### config.mk
export PLATFORM = sky130hd
export DESIGN_NAME = reram_wb_arbiter
export DESIGN_NICKNAME = d
export VERILOG_FILES = /design/src/rtl/reram_wb_arbiter.sv
export SDC_FILE = /design/constraint.sdc
export NUM_CORES = 1
export LEC_CHECK = 0
export CORE_AREA = 2 2 111 113
export DETAILED_ROUTE_END_ITERATION = 8
export DIE_AREA = 0 0 113 115
export PLACE_DENSITY = 0.6
export REMOVE_ABC_BUFFERS = 1
export SLEW_MARGIN = 25
export SYNTH_ARGS = -nofsm -noshare
export SYNTH_HDL_FRONTEND = slang
export SYNTH_SLANG_ARGS = --single-unit
### constraint.sdc
create_clock -name wb_clk_i -period 1.6 [get_ports wb_clk_i]
set_input_delay 0.32 -clock wb_clk_i [delete_from_list [all_inputs] [get_ports wb_clk_i]]
set_output_delay 0.32 -clock wb_clk_i [all_outputs]
set_load 0.01 [all_outputs]
### src/rtl/reram_wb_arbiter.sv
// Round-robin Wishbone arbiter: NUM_REQ masters share one ReRAM slave, one single-beat transfer per grant.
// Optional slave-timeout abort is enabled by defining RERAM_ARB_TIMEOUT_EN.
//
// state | meaning
// IDLE  | no grant; pick the next requester round-robin after r_last
// BUSY  | granted master's signals muxed to the slave; wait for ack / cyc drop / timeout
// GAP   | one dead cycle with all slave controls low so the slave can drop its ack
module reram_wb_arbiter #(
   parameter int NUM_REQ        = 2,
   parameter int TIMEOUT_CYCLES = 1024
) (
   input  logic                   wb_clk_i,
   input  logic                   wb_rst_i,
   input  logic [NUM_REQ-1:0]     m_cyc_i,
   input  logic [NUM_REQ-1:0]     m_stb_i,
   input  logic [NUM_REQ-1:0]     m_we_i,
   input  logic [4*NUM_REQ-1:0]   m_sel_i,
   input  logic [32*NUM_REQ-1:0]  m_adr_i,
   input  logic [32*NUM_REQ-1:0]  m_dat_i,
   output logic [NUM_REQ-1:0]     m_ack_o,
   output logic [NUM_REQ-1:0]     m_err_o,
   output logic [31:0]            m_dat_o,
   output logic                   s_cyc_o,
   output logic                   s_stb_o,
   output logic                   s_we_o,
   output logic [3:0]             s_sel_o,
   output logic [31:0]            s_adr_o,
   output logic [31:0]            s_dat_o,
   input  logic                   s_ack_i,
   input  logic [31:0]            s_dat_i,
   output logic [NUM_REQ-1:0]     grant_o
);

   localparam int IDX_W = (NUM_REQ > 1) ? $clog2(NUM_REQ) : 1;

   typedef enum logic [1:0] {
      ST_IDLE = 2'd0,
      ST_BUSY = 2'd1,
      ST_GAP  = 2'd2
   } state_t;

   state_t             r_state, w_state_nxt;
   logic [NUM_REQ-1:0] r_grant, w_grant_nxt;
   logic [IDX_W-1:0]   r_gidx, w_gidx_nxt;
   logic [IDX_W-1:0]   r_last, w_last_nxt;
   logic [NUM_REQ-1:0] w_req;
   logic [IDX_W-1:0]   w_win_idx;
   logic               w_win_vld;
   logic               w_g_cyc;
   logic               w_g_stb;
   logic               w_ack_g;
   logic               w_tmo;

   assign w_req   = m_cyc_i & m_stb_i;
   assign w_g_cyc = m_cyc_i[r_gidx];
   assign w_g_stb = m_stb_i[r_gidx];
   assign w_ack_g = (r_state == ST_BUSY) && w_g_cyc && s_ack_i;

   // Search starts one past the last completed grant, wrapping around.
   always_comb begin
      w_win_vld = 1'b0;
      w_win_idx = r_last;
      for (int i = 1; i <= NUM_REQ; i++) begin
         if (!w_win_vld && w_req[IDX_W'((int'(r_last) + i) % NUM_REQ)]) begin
            w_win_vld = 1'b1;
            w_win_idx = IDX_W'((int'(r_last) + i) % NUM_REQ);
         end
      end
   end

`ifdef RERAM_ARB_TIMEOUT_EN
   localparam int CNT_W = $clog2(TIMEOUT_CYCLES) + 1;
   logic [CNT_W-1:0] r_tmo_cnt;

   always_ff @(posedge wb_clk_i) begin
      if (wb_rst_i) begin
         r_tmo_cnt <= '0;
      end else if (r_state != ST_BUSY) begin
         r_tmo_cnt <= '0;
      end else if (!s_ack_i) begin
         r_tmo_cnt <= r_tmo_cnt + 1'b1;
      end
   end

   assign w_tmo = (r_state == ST_BUSY) && w_g_cyc && !s_ack_i &&
                  (r_tmo_cnt == CNT_W'(TIMEOUT_CYCLES - 1));
`else
   logic w_unused_tmo;
   assign w_unused_tmo = ^TIMEOUT_CYCLES;
   assign w_tmo        = 1'b0;
`endif

   always_ff @(posedge wb_clk_i) begin
      if (wb_rst_i) begin
         r_state <= ST_IDLE;
         r_grant <= '0;
         r_gidx  <= '0;
         r_last  <= IDX_W'(NUM_REQ - 1);
      end else begin
         r_state <= w_state_nxt;
         r_grant <= w_grant_nxt;
         r_gidx  <= w_gidx_nxt;
         r_last  <= w_last_nxt;
      end
   end

   always_comb begin
      w_state_nxt = r_state;
      w_grant_nxt = r_grant;
      w_gidx_nxt  = r_gidx;
      w_last_nxt  = r_last;
      case (r_state)
         ST_IDLE: begin
            if (w_win_vld) begin
               w_state_nxt            = ST_BUSY;
               w_grant_nxt            = '0;
               w_grant_nxt[w_win_idx] = 1'b1;
               w_gidx_nxt             = w_win_idx;
            end
         end
         ST_BUSY: begin
            // A master dropping cyc abandons the transfer without moving the round-robin pointer.
            if (!w_g_cyc) begin
               w_state_nxt = ST_GAP;
               w_grant_nxt = '0;
            end else if (s_ack_i || w_tmo) begin
               w_state_nxt = ST_GAP;
               w_grant_nxt = '0;
               w_last_nxt  = r_gidx;
            end
         end
         ST_GAP: begin
            w_state_nxt = ST_IDLE;
            w_grant_nxt = '0;
         end
         default: begin
            w_state_nxt = ST_IDLE;
            w_grant_nxt = '0;
         end
      endcase
   end

   always_comb begin
      s_cyc_o = 1'b0;
      s_stb_o = 1'b0;
      s_we_o  = 1'b0;
      s_sel_o = '0;
      s_adr_o = '0;
      s_dat_o = '0;
      m_ack_o = '0;
      m_err_o = '0;
      m_dat_o = '0;
      if (r_state == ST_BUSY) begin
         s_cyc_o = w_g_cyc;
         s_stb_o = w_g_cyc && w_g_stb;
         s_we_o  = m_we_i[r_gidx];
         s_sel_o = m_sel_i[4*r_gidx +: 4];
         s_adr_o = m_adr_i[32*r_gidx +: 32];
         s_dat_o = m_dat_i[32*r_gidx +: 32];
         m_dat_o = s_dat_i;
         if (w_ack_g) begin
            m_ack_o[r_gidx] = 1'b1;
         end else if (w_tmo) begin
            m_err_o[r_gidx] = 1'b1;
         end
      end
   end

   assign grant_o = r_grant;

endmodule

After elaboration in Yosys (flattened, before gate mapping)
Cells that the tools add are included.
- bits of input ports: 177
- output and inout port bits: 109
- bits in registers: 6
- eq/ne operators: 3
- bitwise gates (word level): 1
- $lt $le $gt $ge: 6
- add/subtract/negate cells: 2
- shift-type cells: 3
- multiplexer cells: 35
- reduce and logical (&&, ||, !) cells: 11
- operators by type and width (cell ; number):
    variable part select 64 x 7 -> 32 bit ; 2
    two-way mux 32 bit ; 3
    two-way mux 1 bit ; 19
    two-way mux 2 bit ; 8
    case mux 2 bit (2 select lines) ; 2
    variable part select 8 x 4 -> 4 bit ; 1
    logical AND 1 bit ; 6
    < comparator 1 x 3 -> 1 bit (second input constant) ; 2
    < comparator 1 x 2 -> 1 bit (second input constant) ; 2
    two-way mux 4 bit ; 1
    AND reduction 2 bit ; 2
    inequality test 3 bit (second input constant) ; 1
    AND reduction 3 bit ; 1
    adder 1 bit (second input constant) ; 2
    demux 1 bit (select 1 bit) ; 2
    equality test 2 x 1 -> 1 bit (second input constant) ; 1
    greater-or-equal comparator 1 bit (second input constant) ; 2
    zero test 2 bit ; 1
    inequality test 2 bit (second input constant) ; 1
    AND 1 bit ; 1
    zero test 1 bit ; 1

Longest topological paths before layout
- depth after elaboration: 14
- gate-level depth with buffers: 4
- depth with buffers taken out: 3

Least setup slack after synthesis
No wires, ideal clock.
- kind: flip-flop to output port
- from: register r_state[1]
- to: output s_stb_o
- buffers on the path: 2
- cell stages (with the launch flop): 5
- data required time: 1.280 ns
- setup slack: 0.285 ns
- data arrival time: 0.995 ns
- cells stage by stage: dfxtp_1 -> nand2b_1 -> buf_2 -> buf_2 -> a21oi_1
- word-level cells in the longest chain between the ends: 2
- RTL lines (element ; RTL line ; source):
    start, declared ; 42 ; state_t r_state, w_state_nxt;
    start signal, assigned ; 100 ; r_state <= w_state_nxt;
    equality test 2 x 1 -> 1 bit ; 153 ; if (r_state == ST_BUSY) begin
    two-way mux 1 bit ; 153 ;
    end, declared ; 24 ; output logic s_stb_o,
Every way passes these cells.

Final worst setup path
- from: register r_gidx
- to: output s_cyc_o
- word-level cells in the longest chain between the ends: 3
- RTL lines (element ; RTL line ; source):
    start, declared ; 44 ; logic [IDX_W-1:0] r_gidx, w_gidx_nxt;
    start signal, assigned ; 102 ; r_gidx <= w_gidx_nxt;
    two-way mux 1 bit (implied by the code) (2 in a row) ; 55 ; assign w_g_cyc = m_cyc_i[r_gidx];
    two-way mux 1 bit ; 153 ;
    end, declared ; 23 ; output logic s_cyc_o,
Every way passes these cells. The select of a mux whose other input is x is not followed.

==> impl_metrics.toml <==
[route]
via_count = 2859
drt_first_pass_iters = 7
detail_routed_via_count_per_cell = 4.149
drt_iter0_drc = 58
drt_wl_total_um = 10750
post-route-drc-count = 20
avgRoutedWirePerCell_um = 15.61
ant_nets = 0

[yosys]
yosys.area.top_type = "mux2i_1"
ys_async_sr_fraction_pct = 0
ys_dominant_reg_cell = "dfxtp_1"
count_of_flip_flops_with_a_built_in_enable_after_synthesis = 0
synth.cells.most_frequent = "nor2_1 (71), mux2i_1 (70), and2_1 (33), buf_2 (9), buf_6 (7)"
yosys-top-cells-area = "mux2i_1 (43%), nor2_1 (16%), and2_1 (13%)"
synth.avg_cell_area_um2 = 7.211
synth.most_common_cell = "nor2_1"
synth-seq-cells = 6
synth_cell_types = 23
synth.cell_area_mm2 = 0.001615
synthesis.yosys.warnings = 0
syn_inst = 224
synth_sequential_area_ratio_pct = 7.436
synth.top_cell.area_share_pct = 43.38

[min_path]
min-delay-start = "grant_o[1]"
hold_path_depth = 2
min_path_type = "reg -> reg"
hold-path-endpoint = "grant_o[1]"

[placement]
postPlaceCellArea_mm2 = 0.004658
place.gp.congestion = 0.8891
detailed_place_hpwl_um = 7901
numPortBuffers = 283

[sta]
worst_clock_skew_ns = 0.003330
post-route-worst-setup-slack_ns = -0.1379
finalSetupViolations = 73
final_hold_viol_count = 0
fin_crit_share_pct = 108.6
min_period_ns = 1.738
rsz_0062_raised_after_global_routing = "yes"
finalMaxSlewViolations = 0
max_clock_freq_mhz = 575.4

[floorplan]
boundaryPins = 286
chipWidth_um = 113
placement_rows = 40
core_area_mm2 = 0.01181
die_h_um = 115
die_area_mm2 = 0.01300
initial_utilization_pct = 13.68

[layout]
share_of_cells_above_drive_strength_1_pct = 36.16
area.growth.synth_to_final_pct = 211.1
finish.instance_area_mm2 = 0.005025
n_antenna_cell = 0
fin_nets = 720

[worst_setup_path]
worstSetupStartpointType = "flip-flop"
arrival_ns = 1.42
crit_path_frequent_cell = "buf_6"
cp_slowest_cell = "dfxtp_4"
rrSetupSlack_ns = 0.14
worstPathRequired_ns = 1.28
critPathCaptureType = "primary output"
timing.critical_path.cells = "buf_6 -> buf_6 -> mux2_4 -> and2_4 -> buf_6"
timing.critical_path.buf_inv = 3
reg2regPathDepth = 6
path_class = "reg -> out"
cpLargestDelayFamily = "flip-flops"
critPathMaxStageDelay_ns = 0.36
worst_reg2reg_path_startpoint = "r_gidx"
critical_path_fanout_max = 5
regToRegEndpoint = "r_last"

[clock_network]
clkSinkCount = 6
clock_pin_slew_on_the_worst_setup_and_hold_paths_ns = 0.04
ctsLongestPathBuffers = 2
numCtsBuffers = 3
ctsRootBufferMaster = "clkbuf_16"
worstSkewPairLatency_ns = 0.23
ctsHtreeMaxLevel = 1
cts_tree = "yes"

[global_routing]
grtUsageTotal_pct = 14.28
maximum_number_of_pins_on_one_net_before_global_route_repair = 27
antenna_found_initial = 0
grt_pass1_wl_um = 14950
globalRouteOverflowTotal = 0
first_global_vias = 2892

[power_and_ir_drop]
total_power_uw = 1495
ir_worst_vdd_uv = 214.7
leakage_uw = 0.002190
power_density_mw_per_mm2 = 297.5

[outcome]
violated_checks = "DRC, setup timing"
run_status = "complete, but fails checks"

[run]
drv.max_cap_violation_count = 0
worst min-delay path, cell delays in order, from the launching register on:
cell,delay [ns]
dfxtp_1,0.32
nand3_1,0.07
a21oi_1,0.05
repair_timing:
item                       CTS  global route
gates resized for setup    469            52
cloned                       7             5
hold buffers                 0             0
setup buffers               28             3
pin swaps                   11            18
setup endpoints to repair  105           105
layer usage:
metal  GRT usage (%)  part of all wire (%)
met4           2.358                   1.1
met5               0                     0
met3           2.952                    10
met2           29.06                    53
met1           15.23                    36
layout make-up:
cell class                 instances  area [µm²]
fill                            1197        6787
sequential                         6       128.9
inverter                           1       3.754
multi-input combinational        197        1461
clock buffer                       4       78.83
timing repair buffer             334        3168
tap                              147       183.9
per-stage QoR:
step	setup WS (ns)	utilization (%)	TNS (ns)	instances	hold WS, ns
finish	-0.1379	42.54	-2.396	689	0.4928
CTS	-0.1633	40.37	-5.577	686	0.4972
detailed placement	-0.5267	39.44	-21.74	650	0.4941
global placement	-0.5185	39.44	-20.43	650	0.4827
floorplan	-2.031	-	-136.75	204	0.3891
global route	-0.1736	42.54	-7.926	689	0.5188
how the worst max path moves through the flow:
stage / from / to / slack, ns / cells after the start
2_1_floorplan: r_gidx / m_ack_o[0] / -2.03 / 3
3_3_place_gp: m_cyc_i[0] / m_ack_o[0] / -0.52 / 5
3_5_place_dp: m_cyc_i[0] / m_ack_o[0] / -0.53 / 5
4_1_cts: r_gidx / s_cyc_o / -0.16 / 5
5_1_grt: r_gidx / s_cyc_o / -0.17 / 5
6_report: r_gidx / s_cyc_o / -0.14 / 5
where the power goes:
| part | internal [µW] | total, µW | switching, µW |
|---|---|---|---|
| Sequential | 153 | 158 | 4.49 |
| Combinational | 627 | 918 | 292 |
| Clock | 331 | 419 | 88.2 |
cell usage in the layout, fill, tap and decap left out, types with 2 or more instances in the layout:
| cell type | instances |
|---|---|
| and2_1 | 15 |
| nor2_4 | 2 |
| and2_4 | 18 |
| conb_1 | 2 |
| a211oi_1 | 2 |
| dfxtp_4 | 2 |
| nor2_1 | 66 |
| a2bb2oi_1 | 2 |
| nor2_2 | 3 |
| buf_12 | 4 |
| mux2i_1 | 66 |
| clkbuf_16 | 7 |
| a21oi_1 | 3 |
| buf_2 | 82 |
| mux2i_2 | 3 |
| buf_4 | 18 |
| nand3_1 | 2 |
| clkdlybuf4s50_1 | 177 |
| buf_16 | 7 |
| dfxtp_1 | 3 |
| buf_6 | 40 |
flip-flops by register name (all words and copies together) (netlist names):
signal,flops
grant_o,2
r_state,2
r_gidx,1
r_last,1
cells by family after synthesis:
kind of cell | Yosys count | synth area share [%]
compound gates | 9 | 3.796
buf+inv | 22 | 9.760
flops | 6 | 7.436
mux | 71 | 44.31
other cells | 1 | 0.2322
simple gates | 115 | 34.47
(Power assumes the default switching activity.)
